===== src/rtl/apb_arb_pkg.sv =====
// Shared types and constants for the APB requester arbiter.
// ADDR_WIDTH / DATA_WIDTH normally come from apb_arch.svh; fallbacks are defined here.
`ifndef ADDR_WIDTH
`define ADDR_WIDTH 32
`endif
`ifndef DATA_WIDTH
`define DATA_WIDTH 32
`endif

package apb_arb_pkg;

    localparam int NREQ_MAX = 8;

    localparam logic [1:0] DSEL_WORD = 2'd0;
    localparam logic [1:0] DSEL_HALF = 2'd1;
    localparam logic [1:0] DSEL_BYTE = 2'd2;

    typedef enum logic [1:0] {
        ARB_IDLE   = 2'd0,
        ARB_ISSUE  = 2'd1,
        ARB_SETUP  = 2'd2,
        ARB_ACCESS = 2'd3
    } arb_state_e;

    function automatic int idx_width(input int n);
        return (n > 1) ? $clog2(n) : 1;
    endfunction

endpackage


===== src/rtl/rr_pick.sv =====
// Combinational round-robin pick: first set request at or above prio, wrapping to bit 0.
module rr_pick #(
    parameter int N  = 4,
    parameter int IW = 2
) (
    input  logic [N-1:0]  req,
    input  logic [IW-1:0] prio,
    output logic [N-1:0]  gnt,
    output logic [IW-1:0] idx,
    output logic          any
);

    localparam logic [N-1:0] ONE = {{(N-1){1'b0}}, 1'b1};

    logic [N-1:0] upper;
    logic [N-1:0] cand;

    always_comb begin
        upper = '0;
        for (int i = 0; i < N; i++) begin
            upper[i] = (i >= int'(prio));
        end
        // Requests at/above the pointer win; otherwise wrap to the lowest set bit.
        cand = ((req & upper) != '0) ? (req & upper) : req;
        gnt  = cand & (~cand + ONE);
        idx  = '0;
        for (int i = N - 1; i >= 0; i--) begin
            if (cand[i]) begin
                idx = IW'(i);
            end
        end
        any = |req;
    end

endmodule


===== src/rtl/apb_req_arbiter.sv =====
// Round-robin arbiter sharing one apb_master request front-end between NREQ requesters.
// Optional back-to-back issue from ACCESS is enabled by defining APB_ARB_B2B_EN.
//
// state      | meaning
// ARB_IDLE   | no transfer in progress, command outputs 0
// ARB_ISSUE  | m_trnsfr high, master in IDLE capturing the command
// ARB_SETUP  | master in SETUP, m_ready ignored
// ARB_ACCESS | waiting for m_ready
module apb_req_arbiter
    import apb_arb_pkg::*;
#(
    parameter int NREQ   = 4,
    parameter int ADDR_W = `ADDR_WIDTH,
    parameter int DATA_W = `DATA_WIDTH
) (
    input  logic                          clk,
    input  logic                          rst_n,
    input  logic [NREQ-1:0]               req_i,
    input  logic [NREQ-1:0]               wr_i,
    input  logic [NREQ-1:0][ADDR_W-1:0]   addr_i,
    input  logic [NREQ-1:0][DATA_W-1:0]   wdata_i,
    input  logic [NREQ-1:0][1:0]          dsel_i,
    output logic [NREQ-1:0]               gnt_o,
    output logic [NREQ-1:0]               done_o,
    output logic [DATA_W-1:0]             rdata_o,
    output logic                          m_trnsfr,
    output logic                          m_wr,
    output logic [ADDR_W-1:0]             m_address,
    output logic [DATA_W-1:0]             m_data_in,
    output logic [1:0]                    m_dsel,
    input  logic                          m_ready,
    input  logic [DATA_W-1:0]             m_data_out
);

    localparam int               IDX_W    = idx_width(NREQ);
    localparam logic [IDX_W-1:0] LAST_IDX = IDX_W'(NREQ - 1);
    localparam logic [NREQ-1:0]  ONE      = {{(NREQ-1){1'b0}}, 1'b1};

    arb_state_e         state;
    logic [IDX_W-1:0]   owner;
    logic [IDX_W-1:0]   prio;
    logic [NREQ-1:0]    gnt_q;
    logic               trnsfr_q;
    logic               wr_q;
    logic [ADDR_W-1:0]  addr_q;
    logic [DATA_W-1:0]  wdata_q;
    logic [1:0]         dsel_q;

    logic [NREQ-1:0]    pick_gnt;
    logic [IDX_W-1:0]   pick_idx;
    logic               pick_any;
    logic [IDX_W-1:0]   next_prio;
    logic               b2b_issue;

    rr_pick #(
        .N  (NREQ),
        .IW (IDX_W)
    ) u_rr_pick (
        .req  (req_i),
        .prio (prio),
        .gnt  (pick_gnt),
        .idx  (pick_idx),
        .any  (pick_any)
    );

    assign next_prio = (pick_idx == LAST_IDX) ? '0 : pick_idx + 1'b1;

`ifdef APB_ARB_B2B_EN
    assign b2b_issue = (state == ARB_ACCESS) && m_ready && pick_any;
`else
    assign b2b_issue = 1'b0;
`endif

    // A back-to-back issue has to reach the master in the completing ACCESS cycle,
    // so it bypasses the command registers for that one cycle.
    assign m_trnsfr  = trnsfr_q | b2b_issue;
    assign gnt_o     = gnt_q | (b2b_issue ? pick_gnt : '0);
    assign m_wr      = b2b_issue ? wr_i[pick_idx]    : wr_q;
    assign m_address = b2b_issue ? addr_i[pick_idx]  : addr_q;
    assign m_data_in = b2b_issue ? wdata_i[pick_idx] : wdata_q;
    assign m_dsel    = b2b_issue ? dsel_i[pick_idx]  : dsel_q;

    always_ff @(posedge clk or negedge rst_n) begin
        if (!rst_n) begin
            state    <= ARB_IDLE;
            owner    <= '0;
            prio     <= '0;
            gnt_q    <= '0;
            done_o   <= '0;
            rdata_o  <= '0;
            trnsfr_q <= 1'b0;
            wr_q     <= 1'b0;
            addr_q   <= '0;
            wdata_q  <= '0;
            dsel_q   <= '0;
        end else begin
            gnt_q    <= '0;
            done_o   <= '0;
            rdata_o  <= '0;
            trnsfr_q <= 1'b0;
            case (state)
                ARB_IDLE: begin
                    if (pick_any) begin
                        state    <= ARB_ISSUE;
                        owner    <= pick_idx;
                        prio     <= next_prio;
                        gnt_q    <= pick_gnt;
                        trnsfr_q <= 1'b1;
                        wr_q     <= wr_i[pick_idx];
                        addr_q   <= addr_i[pick_idx];
                        wdata_q  <= wdata_i[pick_idx];
                        dsel_q   <= dsel_i[pick_idx];
                    end
                end
                ARB_ISSUE: begin
                    state <= ARB_SETUP;
                end
                ARB_SETUP: begin
                    state <= ARB_ACCESS;
                end
                ARB_ACCESS: begin
                    if (m_ready) begin
                        done_o  <= ONE << owner;
                        rdata_o <= wr_q ? '0 : m_data_out;
                        if (b2b_issue) begin
                            state   <= ARB_SETUP;
                            owner   <= pick_idx;
                            prio    <= next_prio;
                            wr_q    <= wr_i[pick_idx];
                            addr_q  <= addr_i[pick_idx];
                            wdata_q <= wdata_i[pick_idx];
                            dsel_q  <= dsel_i[pick_idx];
                        end else begin
                            state   <= ARB_IDLE;
                            wr_q    <= 1'b0;
                            addr_q  <= '0;
                            wdata_q <= '0;
                            dsel_q  <= '0;
                        end
                    end
                end
                default: begin
                    state <= ARB_IDLE;
                end
            endcase
        end
    end

endmodule


===== config.mk =====
export PLATFORM = sky130hd
export DESIGN_NAME = apb_req_arbiter
export DESIGN_NICKNAME = d
export VERILOG_FILES = /design/src/rtl/apb_arb_pkg.sv /design/src/rtl/rr_pick.sv /design/src/rtl/apb_req_arbiter.sv
export SDC_FILE = /design/constraint.sdc
export NUM_CORES = 1
export LEC_CHECK = 0
export BUFFER_PORTS_ARGS = -buffer_cell sky130_fd_sc_hd__buf_2
export CAP_MARGIN = 25
export CELL_PAD_IN_SITES_DETAIL_PLACEMENT = 0
export CELL_PAD_IN_SITES_GLOBAL_PLACEMENT = 1
export CORE_AREA = 5 5 160 162
export DETAILED_ROUTE_END_ITERATION = 8
export DIE_AREA = 0 0 165 167
export HOLD_SLACK_MARGIN = 0.15
export MAX_ROUTING_LAYER = met4
export PLACE_DENSITY = 0.76
export SYNTH_ARGS = -nofsm -noshare
export SYNTH_HDL_FRONTEND = slang
export SYNTH_SLANG_ARGS = --single-unit

===== constraint.sdc =====
create_clock -name clk -period 3.9 [get_ports clk]
set_input_delay 1.17 -clock clk [delete_from_list [all_inputs] [get_ports clk]]
set_output_delay 1.17 -clock clk [all_outputs]
set_load 0.1 [all_outputs]

## Yosys cells after proc, flatten, opt, wreduce, memory -nomap -nowiden

Index checks and enable logic that the tools add are counted.

- Input port bits: 307
- Word-level logic and storage cells: 70
- Output and inout port bits: 108
- Flip-flop bits (word level): 114

- Muxes and demuxes: 36
- Reductions and logical operators: 7
- Add/subtract/negate cells: 2
- Bitwise gates (word level): 3
- Magnitude comparators: 4
- Shifts and indexed selects: 1
- Eq/ne operators: 6

Operators by type and width:

| cell | number |
|---|---|
| $mux 32 | 8 |
| $bmux 32 s2 | 2 |
| $pmux 32 s2 | 2 |
| $mux 4 | 5 |
| $mux 2 | 9 |
| $and 4x4->4 | 2 |
| $pmux 2 s4 | 1 |
| $eq 2x2->1 const B | 3 |
| $mux 1 | 5 |
| $add 4x1->4 const B | 1 |
| $bmux 2 s2 | 1 |
| $ge 1x2->1 const A | 2 |
| $ne 2x2->1 const B | 2 |
| $not 4->4 | 1 |
| $pmux 2 s2 | 1 |
| $reduce_and 2->1 | 2 |
| $reduce_bool 4->1 | 1 |
| $reduce_or 4->1 | 1 |
| $shl 1x2->4 const A | 1 |
| $lt 2x3->1 const B | 1 |
| $reduce_and 3->1 | 1 |
| $add 2x1->2 const B | 1 |
| $bmux 1 s2 | 1 |
| $eq 2x1->1 const B | 1 |
| other kinds (4) | 4 |

## Depth between registers and ports, before layout

Gate-level depths: netlist of run 1.

- Word-level depth: 12
- Depth in mapped cells: 9
- Depth with buffers taken out: 7

## Hierarchy

Synthesis of run 1 repeated with hierarchy kept, for this count alone.

- Cell total of the unflattened synthesis: 520
- Area, all modules: 5998.3 µm²

Modules (own cells, without submodules):

| module | sequential area each (µm²) | instances | cells an instance | area an instance (µm²) |
|---|---|---|---|---|
| apb_req_arbiter | 2852.7 | 1 | 491 | 5801.8 |
| rr_pick | 0.0 | 1 | 29 | 196.4 |

## Worst setup path before layout of run 1

OpenSTA, ideal clock, no wires.

- Kind: input -> register
- From: input port req_i[3]
- To: register addr_q[29] (netlist: m_address[29])
- Path slack: 1203 ps
- Data required time: 3758 ps
- Data arrival time: 2555 ps
- Setup time: 142 ps
- Cell stages on the path: 8
- Path buffers: 3
- Cell sequence: buf_4 o41ai_4 nor2_2 nor3b_2 buf_6 buf_6 a22oi_2 o221ai_1

- Word-level cells in the longest chain between the ends: 11
- Elaborated cells between the ends (all ways): 14
- Those cells by class: eq/ne (1); mux (9); bitwise (1); reduce/logical (3)

RTL lines:

| element | line | text |
|---|---|---|
| start: declaration | apb_req_arbiter.sv:18 | `input logic [NREQ-1:0] req_i,` |
| $and 4x4->4 | rr_pick.sv:24 | `cand = ((req & upper) != '0) ? (req & upper) : req;` |
| $reduce_bool 4->1 | rr_pick.sv:24 |  |
| $mux 4 | rr_pick.sv:24 |  |
| $mux 2 (4 in series) | rr_pick.sv:28 | `if (cand[i]) begin` |
| $bmux 32 s2 | n/a |  |
| $mux 32 (implied by the code) | apb_req_arbiter.sv:110 | `addr_q <= addr_i[pick_idx];` |
| $mux 32 | apb_req_arbiter.sv:103 | `if (pick_any) begin` |
| $pmux 32 s2 | apb_req_arbiter.sv:101 | `case (state)` |
| end signal: assignment | apb_req_arbiter.sv:110 |  |
| end signal: assignment | apb_req_arbiter.sv:130 | `addr_q <= addr_i[pick_idx];` |
| end: declaration | apb_req_arbiter.sv:45 | `logic [ADDR_W-1:0] addr_q;` |

Parallel ways exist; a longest one is shown, timed or not. The select of a mux whose other input is x is not followed.
A chain may end at the register's enable or synchronous reset.

## Worst setup path after layout of run 1

- From: input port req_i[1]
- To: register wdata_q[20] (netlist: m_data_in[20])

- Word-level cells in the longest chain between the ends: 11
- Elaborated cells between the ends (all ways): 14
- Those cells by class: eq/ne (1); mux (9); bitwise (1); reduce/logical (3)

RTL lines:

| element | line | text |
|---|---|---|
| $and 4x4->4 | rr_pick.sv:24 |  |
| $reduce_bool 4->1 | rr_pick.sv:24 |  |
| $mux 4 | rr_pick.sv:24 |  |
| $mux 2 (4 in series) | rr_pick.sv:28 |  |
| $bmux 32 s2 | n/a |  |
| $mux 32 (implied by the code) | apb_req_arbiter.sv:111 | `wdata_q <= wdata_i[pick_idx];` |
| $mux 32 | apb_req_arbiter.sv:103 |  |
| $pmux 32 s2 | apb_req_arbiter.sv:101 |  |
| end signal: assignment | apb_req_arbiter.sv:111 |  |
| end signal: assignment | apb_req_arbiter.sv:131 | `wdata_q <= wdata_i[pick_idx];` |
| end: declaration | apb_req_arbiter.sv:46 | `logic [DATA_W-1:0] wdata_q;` |

Parallel ways exist; a longest one is shown, timed or not. The select of a mux whose other input is x is not followed.

==> results_dict.tcl, run 1 <==
set metrics [dict create \
    final-max-slew-violation-count 0 \
    globalRouteTotalUtil_pct 16.5 \
    synthCells 518 \
    row_count 57 \
    cts.sinks 114 \
    synth_nets 828 \
    rsz0062_at_grt "false" \
    synth_edf_count 0 \
    fin_crit_ns 2.73 \
    grt_overflow_total 0 \
    cp_slowest_cell "o41ai_4" \
    p_sw_uw 4420 \
    status "finished clean" \
    cts_hold_buf 0 \
    power_density_nw_per_um2 922 \
    clk-insertion-delay-late_ns 0.41 \
    drc_errors 0 \
    synth.top_cells.by_count "dfrtp_1, inv_1, mux2i_1, o221ai_1, a22oi_1" \
    seq_power_share_pct 21.1 \
    yosysWarnings 0 \
    start_util_pct 24.8 \
    regArea_um2 2850 \
    ant_nets 0 \
    cap_violations 0 \
    startpoint_type "input port" \
    cts-buffers-inserted 17 \
    htreeDepth 4 \
    syn_area_um2 5950 \
    worst_slew_pin_slew_ns 0.642 \
    dieArea_um2 27600 \
    worstSetupPathType "input port to register" \
    leakage_uw 0.00500 \
    dominantRegCellSynth "dfrtp_1" \
    internal_power_uw 3910 \
    finalCritPeriodShare_pct 70.0 \
    cts_tree "done" \
    path_clk_slew_ns 0.06 \
    hold_class "register to register" \
    setup_viol 0 \
    yosysTopAreaCellShare_pct 47.9 \
    ys_seq_area_share_pct 47.9 \
    setup_tns_ns 0 \
    die_y_um 167 \
    grt_antenna_before_repair 1 \
    fillers 2422 \
    core_um2 24000 \
    cts_resized 0 \
    port_buffers 414 \
    max_freq_mhz 367 \
    power_frac_clock_pct 21.5 \
    worstPathMaxFanout 41 \
    drt_first_pass_iters 5 \
    fin_nets 1229 \
    vias 5725 \
    skew_ns 0.00895 \
    swShare_pct 53.1 \
    cp_data_arrival_time_ns 2.98 \
    hold_viol 0 \
    via_per_inst 4.55 \
    syn_avg_cell_area_um2 11.5 \
    grt_max_degree 71 \
    wl_per_cell_um 18.2 \
    ys_seq_elements 114 \
    required_ns 4.16 \
    synth.area.top_cells "dfrtp_1, mux2i_1, o221ai_1" \
    area_delta_synth_final_pct 51.8 \
    comb_power_share_pct 57.3 \
    place.gp.congestion 0.808 \
    crit_buf_inv 2 \
    dp_hpwl_um 18000 \
    clk_path_buf_depth 2 \
    async_flop_share_pct 100 \
    cpPeakStageDelay_ns 0.60 \
    layout.cells.non_filler 1257 \
    multi_input_area_um2 2620 \
    peakVddDrop_uv 505 \
    crit_chain "buf_2 -> o41ai_4 -> nor2_2 -> nand3_4 -> buf_12 -> o221ai_1" \
    post_cts_buffers 0 \
    drt-initial-drc-count 294 \
    ff2ff_setup_slack_ns 1.46 \
    totalWireLength_um 22800 \
    grt_first_pass_wirelength_um 34300 \
    path_delay_family "compound AO/OA/AOI/OAI gates" \
    synth.distinct_cells 35 \
    die_x_um 165 \
    cts_root_buffer "clkbuf_16" \
    synth_most_common_cell "dfrtp_1" \
    max_slew_margin_pct 57.2 \
    io_pins 415 \
    synth.largest_area_cell "dfrtp_1" \
    drive_above_1_share_pct 54.9 \
    dp_cells 1224 \
    endpoint_kind "register" \
    grt_pass1_vias 6073 \
]
power by group through the flow:
stage / Clock [uW] / Combinational [uW] / Sequential, uW
CTS: 1850 / 4820 / 1760
global placement: 0 / 4770 / 1780
finish: 1790 / 4780 / 1760
global route: 1900 / 5020 / 1800
floorplan: 0 / 1610 / 3960
detailed placement: 0 / 4820 / 1780
metal layers:
metal	routed length, um	global-route usage [%]	vias to the layer above
met3	1800	3.66	28
met4	458	6.22	0
met5	0	-	-
met1	8990	19.5	2694
met2	11600	27.3	285
li1	-	-	2718
worst register-to-register path, stage by stage (launching register included):
cell and delay [ns]:
dfrtp_1 0.40, inv_1 0.09, ha_1 0.39, o41ai_4 0.22, nor2_2 0.24, nand3_4 0.38, buf_12 0.36, o221ai_1 0.27
flip-flops by register name (all words and copies together), names as in the netlist, 2 cells and up:
register and count:
gnt_o 4, m_data_in 32, owner 2, rdata_o 32, m_address 32, prio 2
done_o 4, state 2, m_dsel 2
logic make-up (layout without fill, tap and decap cells):
| logic type | Yosys count | after routing | share of synthesized area [%] |
|---|---|---|---|
| buf+inv | 116 | 530 | 8.79 |
| flops | 114 | 114 | 47.9 |
| compound gates | 156 | 156 | 25.3 |
| fa+ha+maj | 3 | 3 | 0.631 |
| simple gates | 61 | 61 | 5.91 |
| other cells | 0 | 1 | 0 |
| mux | 68 | 68 | 11.5 |
through the flow:
step	total power (uW)	cell area (um2)	worst slack [ns]	util, %	hold WS [ns]
after floorplan	5570	5950	1.20	-	0.445
after global placement	6550	8360	0.795	34.9	0.478
after detailed placement	6590	8360	0.728	34.9	0.467
after CTS	8430	9030	1.19	37.7	0.492
after global routing	8730	9040	0.992	37.7	0.507
final	8330	9040	1.17	37.7	0.493
layout by cell type, fill, tap and decap left out, types with 6 or more instances in the layout:
cell type	count
and2_1	32
clkbuf_16	17
a22oi_1	37
buf_2	413
o221ai_2	17
o21ai_0	8
a22oi_2	30
o221ai_1	51
mux2i_1	67
dfrtp_1	114
buf_4	8
nor2_1	6
inv_1	73
layout make-up:
class | count | area share (%)
timing repair buffer | 425 | 24.4
multi-input combinational | 288 | 29.0
antenna | 1 | 0.0277
clock buffer | 19 | 5.01
sequential | 114 | 31.6
tap | 324 | 4.49
clock inverter | 13 | 2.44
inverter | 73 | 3.03
worst paths after layout:
check,startpoint,end,depth (start not counted)
max,req_i[1],m_data_in[20]$_DFFE_PN0P_,6
min,owner[1]$_DFFE_PN0P_,done_o[1]$_DFF_PN0_,1
max reg2reg,state[0]$_DFFE_PN0P_,m_data_in[20]$_DFFE_PN0P_,7
min reg2reg,owner[1]$_DFFE_PN0P_,done_o[1]$_DFF_PN0_,1
max in group asynchronous,rst_n,m_address[26]$_DFFE_PN0P_,2
min in group asynchronous,rst_n,prio[1]$_DFFE_PN0P_,1
(Power assumes the default switching activity.)
==> run 2, diff against run 1 <==
--- a/config.mk
+++ b/config.mk
@@ -9,12 +9,12 @@
 export CAP_MARGIN = 25
 export CELL_PAD_IN_SITES_DETAIL_PLACEMENT = 0
 export CELL_PAD_IN_SITES_GLOBAL_PLACEMENT = 1
-export CORE_AREA = 5 5 160 162
+export CORE_AREA = 5 5 159 161
 export DETAILED_ROUTE_END_ITERATION = 8
-export DIE_AREA = 0 0 165 167
+export DIE_AREA = 0 0 164 166
 export HOLD_SLACK_MARGIN = 0.15
 export MAX_ROUTING_LAYER = met4
-export PLACE_DENSITY = 0.76
+export PLACE_DENSITY = 0.8
 export SYNTH_ARGS = -nofsm -noshare
 export SYNTH_HDL_FRONTEND = slang
 export SYNTH_SLANG_ARGS = --single-unit
==> constraint.sdc (replaced) <==
create_clock -name clk -period 2.4 [get_ports clk]
set_input_delay 0.72 -clock clk [delete_from_list [all_inputs] [get_ports clk]]
set_output_delay 0.72 -clock clk [all_outputs]
set_load 0.1 [all_outputs]
==> run 2 against run 1 <==
  * Clock skew decreased by 0.0024 ns
  * Setup slack lost 0.85 ns
  * Total power grew 60%
  * Critical path type is now register to register
  * Utilization is 0.46 points higher
  * Global-route usage rose by 0.27 points
  * Sequential share of layout area shrank 0.19 points
  * Critical path depth rose by 2
  * Combinational power is 67% higher
  * Clock-buffer cell count is 2 higher
  * First-iteration DRC count rose by 51%
  * Die area down 1.2%
==> results_dict.tcl, run 2 (synthesis gave the netlist of run 1 again) <==
set metrics [dict create \
    p_sw_uw 7200 \
    io_pins 415 \
    pre_cts_ws_ns 0.0833 \
    grt_antenna_before_repair 0 \
    worstPathMaxFanout 41 \
    die_x_um 164 \
    cts_root_buffer "clkbuf_16" \
    die_y_um 166 \
    dieArea_um2 27200 \
    finalCritPeriodShare_pct 86.6 \
    reg2reg_from "state[0]$_DFFE_PN0P_" \
    drt-initial-drc-count 445 \
    post_cts_buffers 0 \
    area_delta_synth_final_pct 52.8 \
    start_util_pct 25.0 \
    leakage_uw 0.00502 \
    cts-buffers-inserted 17 \
    internal_power_uw 6160 \
    drt_first_pass_iters 4 \
    worst_slew_pin_slew_ns 0.637 \
    row_count 57 \
    status "finished clean" \
    ant_nets 0 \
    drive_above_1_share_pct 55.0 \
    clk-insertion-delay-late_ns 0.41 \
    clk_path_buf_depth 2 \
    path_clk_slew_ns 0.06 \
    core_um2 23800 \
    startpoint_type "register" \
    drc_errors 0 \
    final_cell_mix "buf_2, dfrtp_1, inv_1" \
    final-max-slew-violation-count 0 \
    required_ns 2.72 \
    grt_max_degree 115 \
    fin_crit_ns 2.08 \
    power_frac_clock_pct 18.9 \
    max_slew_margin_pct 57.5 \
    cts.sinks 114 \
    wl_per_cell_um 18.1 \
    grt_overflow_total 0 \
    cp-startpoint "state[0]$_DFFE_PN0P_" \
    max_freq_mhz 481 \
    totalWireLength_um 22900 \
    vias 5878 \
    grt_pass1_vias 6198 \
    htreeDepth 4 \
    worstSetupPathType "register to register" \
    dp_hpwl_um 17500 \
    cap_violations 0 \
    hold_class "input port to asynchronous set/reset pin" \
    place.gp.congestion 0.866 \
    final_common_cell "buf_2" \
    setup_slack_ns 0.323 \
    cts_hold_buf 0 \
    cp_data_arrival_time_ns 2.40 \
    setup_tns_ns 0 \
    hold_viol 0 \
    rsz0062_at_grt "false" \
    endpoint_kind "register" \
    n_antenna_cell 0 \
    setup_viol 0 \
    skew_ns 0.00653 \
    cts_tree "done" \
    seq_power_share_pct 21.5 \
    globalRouteTotalUtil_pct 16.7 \
    fin_util_pct 38.2 \
    via_per_inst 4.65 \
    swShare_pct 53.9 \
    peakVddDrop_uv 967 \
    port_buffers 414 \
    fin_nets 1237 \
    power_density_nw_per_um2 1470 \
    ff2ff_setup_slack_ns 0.32 \
    comb_power_share_pct 59.6 \
    cts_resized 0 \
    grt_first_pass_wirelength_um 34900 \
]
==> run 2: changes by cell type in the layout (fill, tap and decap cells not counted), sizes merged <==
cell	before	now
clkbuf	19	21
bufinv	5	2
diode	1	0
buf	425	433
inv	78	73
clkinvlp	0	2
clkinv	3	7
==> run 2: cell type report <==
type                            instances  area [um2]
Fill cell                            2439       14700
Sequential cell                       114        2850
Multi-Input combinational cell        288        2620
Timing Repair Buffer                  433        2350
Clock buffer                           21         450
Tap cell                              324         405
Inverter                               73         274
Clock inverter                         11         133
==> run 2: routing by layer <==
layer,track usage (%),share of wire [%],vias to the layer above
met3,3.85,7.7,30
li1,-,-,2734
met1,19.6,39,2827
met4,5.80,2.6,0
met2,28.2,50,287
met5,-,0,-
==> run 2: final timing paths <==
path                                              to  cells after the start
setup reg to reg            m_address[8]$_DFFE_PN0P_                      8
max in group asynchronous  m_data_in[31]$_DFFE_PN0P_                      2
hold reg to reg                  done_o[2]$_DFF_PN0_                      1
hold / removal                 rdata_o[10]$_DFF_PN0_                      2
min in group clk               rdata_o[31]$_DFF_PN0_                      2
setup / recovery            m_address[8]$_DFFE_PN0P_                      8
==> run 2: stage by stage <==
stage / std cells / hold slack, ns / power [uW] / cell area, um2
detailed placement: 1232 / 0.491 / 10900 / 8510
global route: 1264 / 0.454 / 14000 / 9090
CTS: 1264 / 0.429 / 13500 / 9090
floorplan: 518 / 0.424 / 9050 / 5950
finish: 1264 / 0.410 / 13400 / 9090
global placement: 1232 / 0.477 / 10800 / 8510
==> run 2: worst max-delay path, cell delays in order (launching register included) <==
cell	delay, ns
dfrtp_1	0.39
inv_1	0.09
ha_1	0.39
o41ai_4	0.16
nor2_2	0.12
nor3b_4	0.30
buf_12	0.26
a22oi_1	0.12
o221ai_1	0.09
==> run 2: power by group through the flow <==
| stage | Clock [uW] | Sequential [uW] | Combinational (uW) |
|---|---|---|---|
| 2_1_floorplan | 0 | 6440 | 2620 |
| 3_3_place_gp | 0 | 2890 | 7930 |
| 3_5_place_dp | 0 | 2890 | 8010 |
| 4_1_cts | 2610 | 2880 | 8000 |
| 5_1_grt | 2710 | 2930 | 8350 |
| 6_report | 2520 | 2870 | 7960 |
==> run 3, diff against run 2 <==
--- a/config.mk
+++ b/config.mk
@@ -5,16 +5,17 @@
 export SDC_FILE = /design/constraint.sdc
 export NUM_CORES = 1
 export LEC_CHECK = 0
+export ABC_AREA = 1
 export BUFFER_PORTS_ARGS = -buffer_cell sky130_fd_sc_hd__buf_2
 export CAP_MARGIN = 25
 export CELL_PAD_IN_SITES_DETAIL_PLACEMENT = 0
 export CELL_PAD_IN_SITES_GLOBAL_PLACEMENT = 1
-export CORE_AREA = 5 5 159 161
+export CORE_MARGIN = 5
+export CORE_UTILIZATION = 27
 export DETAILED_ROUTE_END_ITERATION = 8
-export DIE_AREA = 0 0 164 166
 export HOLD_SLACK_MARGIN = 0.15
 export MAX_ROUTING_LAYER = met4
-export PLACE_DENSITY = 0.8
+export PLACE_DENSITY = 0.86
 export SYNTH_ARGS = -nofsm -noshare
 export SYNTH_HDL_FRONTEND = slang
 export SYNTH_SLANG_ARGS = --single-unit
==> run 3 against run 2 <==
  * Area after synthesis is 22% higher
  * Global-route usage is 1.3 points higher
  * Flip-flop and latch count stayed put
  * Synthesized cell count is 120% higher
==> results_dict.tcl, run 3 <==
set metrics [dict create \
    status "finished clean" \
    die_y_um 174 \
    ant_nets 0 \
    cap_violations 0 \
    synth_nets 1431 \
    drive_above_1_share_pct 31.6 \
    p_sw_uw 8570 \
    startpoint_type "register" \
    grt_antenna_before_repair 1 \
    drc_errors 0 \
    pre_cts_ws_ns 0.155 \
    final_common_cell "nand2_1" \
    dieArea_um2 30400 \
    setup_slack_ns 0.337 \
    synth_edf_count 0 \
    crit_chain "buf_2" \
    clk-insertion-delay-late_ns 0.41 \
    path_clk_slew_ns 0.06 \
    clk_path_buf_depth 2 \
    finalCritPeriodShare_pct 86.0 \
    rsz0062_at_grt "false" \
    drt-initial-drc-count 366 \
    die_x_um 174 \
    seq_power_share_pct 19.1 \
    row_count 60 \
    htreeDepth 4 \
    setup_tns_ns 0 \
    worstSetupPathType "register to primary output" \
    hold_class "register to register" \
    skew_ns 0.0150 \
    required_ns 1.68 \
    dp_hpwl_um 20700 \
    grt_overflow_total 0 \
    final-max-slew-violation-count 0 \
    swShare_pct 58.6 \
    post_cts_buffers 0 \
    area_delta_synth_final_pct 41.7 \
    synth.largest_area_cell "dfrtp_1" \
    leakage_uw 0.00650 \
    grt_first_pass_wirelength_um 43200 \
    synth.distinct_cells 26 \
    totalWireLength_um 27600 \
    fin_crit_ns 2.06 \
    cts_root_buffer "clkbuf_16" \
    synthCells 1121 \
    cts_resized 0 \
    start_util_pct 27.3 \
    max_slew_margin_pct 58.1 \
    cts.sinks 114 \
    ys_seq_area_share_pct 39.2 \
    fin_nets 1809 \
    hold-worst-slack_ns 0.461 \
    internal_power_uw 6060 \
    power_density_nw_per_um2 1420 \
    worst_slew_pin_slew_ns 0.628 \
    final_cell_mix "nand2_1, buf_2, nand3_1" \
    endpoint_kind "primary output" \
    vias 8276 \
    dp_cells 1820 \
    yosysWarnings 0 \
    syn_area_um2 7280 \
    port_buffers 414 \
    via_per_inst 4.46 \
    dominantRegCellSynth "dfrtp_1" \
    max_freq_mhz 485 \
    cp_data_arrival_time_ns 1.34 \
    peakVddDrop_uv 710 \
    path_delay_family "buffers and inverters" \
    power_frac_clock_pct 17.4 \
    layout.cells.non_filler 1854 \
    ys_seq_elements 114 \
    worstPathMaxFanout 3 \
    grt_max_degree 59 \
    drt_first_pass_iters 7 \
    ff2ff_setup_slack_ns 0.37 \
    cts-buffers-inserted 17 \
    comb_power_share_pct 63.5 \
    place.gp.congestion 0.841 \
    cts_tree "done" \
    cp_slowest_cell "buf_2" \
    synth_most_common_cell "nand2_1" \
    setup_viol 0 \
    io_pins 415 \
    hold_viol 0 \
    grt_pass1_vias 8274 \
    yosysTopAreaCellShare_pct 39.2 \
    wl_per_cell_um 14.9 \
    globalRouteTotalUtil_pct 18.1 \
    cpPeakStageDelay_ns 0.48 \
    cts_hold_buf 1 \
    async_flop_share_pct 100 \
    synth.top_cells.by_count "nand2_1, nand3_1, dfrtp_1, inv_1, nand3b_1" \
    crit_buf_inv 1 \
    syn_avg_cell_area_um2 6.50 \
    finalPower_uw 14600 \
    core_um2 26700 \
    synth.area.top_cells "dfrtp_1, nand2_1, nand3_1" \
]
run 3: changes by cell type after synthesis, moves of 33 or more:
cell,previous run,this run
mux2i_1,67,0
nand2_1,6,546
nand3_1,2,136
o221ai_1,51,0
inv_1,73,113
nor2_1,6,39
a22oi_1,37,0
nand3b_1,0,67
run 3: logic make-up after synthesis:
group                      Yosys count  synth area share [%]
DFF                                114                  39.2
AOI/OAI and AO/OA                   12                  1.10
adders and majority gates            3                 0.515
buffers and inverters              191                  11.6
and+or+nand+nor                    801                  47.6
run 3: final timing paths:
check | start | to | cells after the start
min in group asynchronous | rst_n | m_address[15]$_DFFE_PN0P_ | 2
worst min-delay path | owner[0]$_DFFE_PN0P_ | done_o[0]$_DFF_PN0_ | 1
worst min register to register | owner[0]$_DFFE_PN0P_ | done_o[0]$_DFF_PN0_ | 1
max in group asynchronous | rst_n | rdata_o[31]$_DFF_PN0_ | 3
worst max-delay path | m_wr$_DFFE_PN0P_ | m_wr | 1
worst max register to register | state[1]$_DFFE_PN0P_ | m_address[23]$_DFFE_PN0P_ | 9
run 3: power groups by stage:
stage	clock network (uW)	registers, uW	logic, uW
CTS	2630	2800	9420
detailed placement	0	2820	9400
finish	2550	2800	9290
floorplan	0	6400	3600
global placement	0	2820	9350
global route	2730	2870	10100
run 3: cell type report:
class,instances,area [um2]
fillers,2903,16400
multi-input cells,816,3610
repair buffers,434,2400
clock buffers,17,425
well taps,341,427
inverters,116,438
flip-flops and latches,114,2850
diodes,1,2.50
clock inverters,15,160
run 3: per-layer routing:
layer | global-route usage (%) | wire (um)
met5 | - | 0
met4 | 4.95 | 537
met3 | 4.33 | 1930
met2 | 30.6 | 13500
met1 | 21.6 | 11600
run 3: per-stage QoR:
step	utilization, %	cell area (um2)
after detailed placement	36.4	9720
after floorplan	-	7280
after CTS	38.6	10300
after global placement	36.4	9720
final	38.6	10300
after global routing	38.6	10300
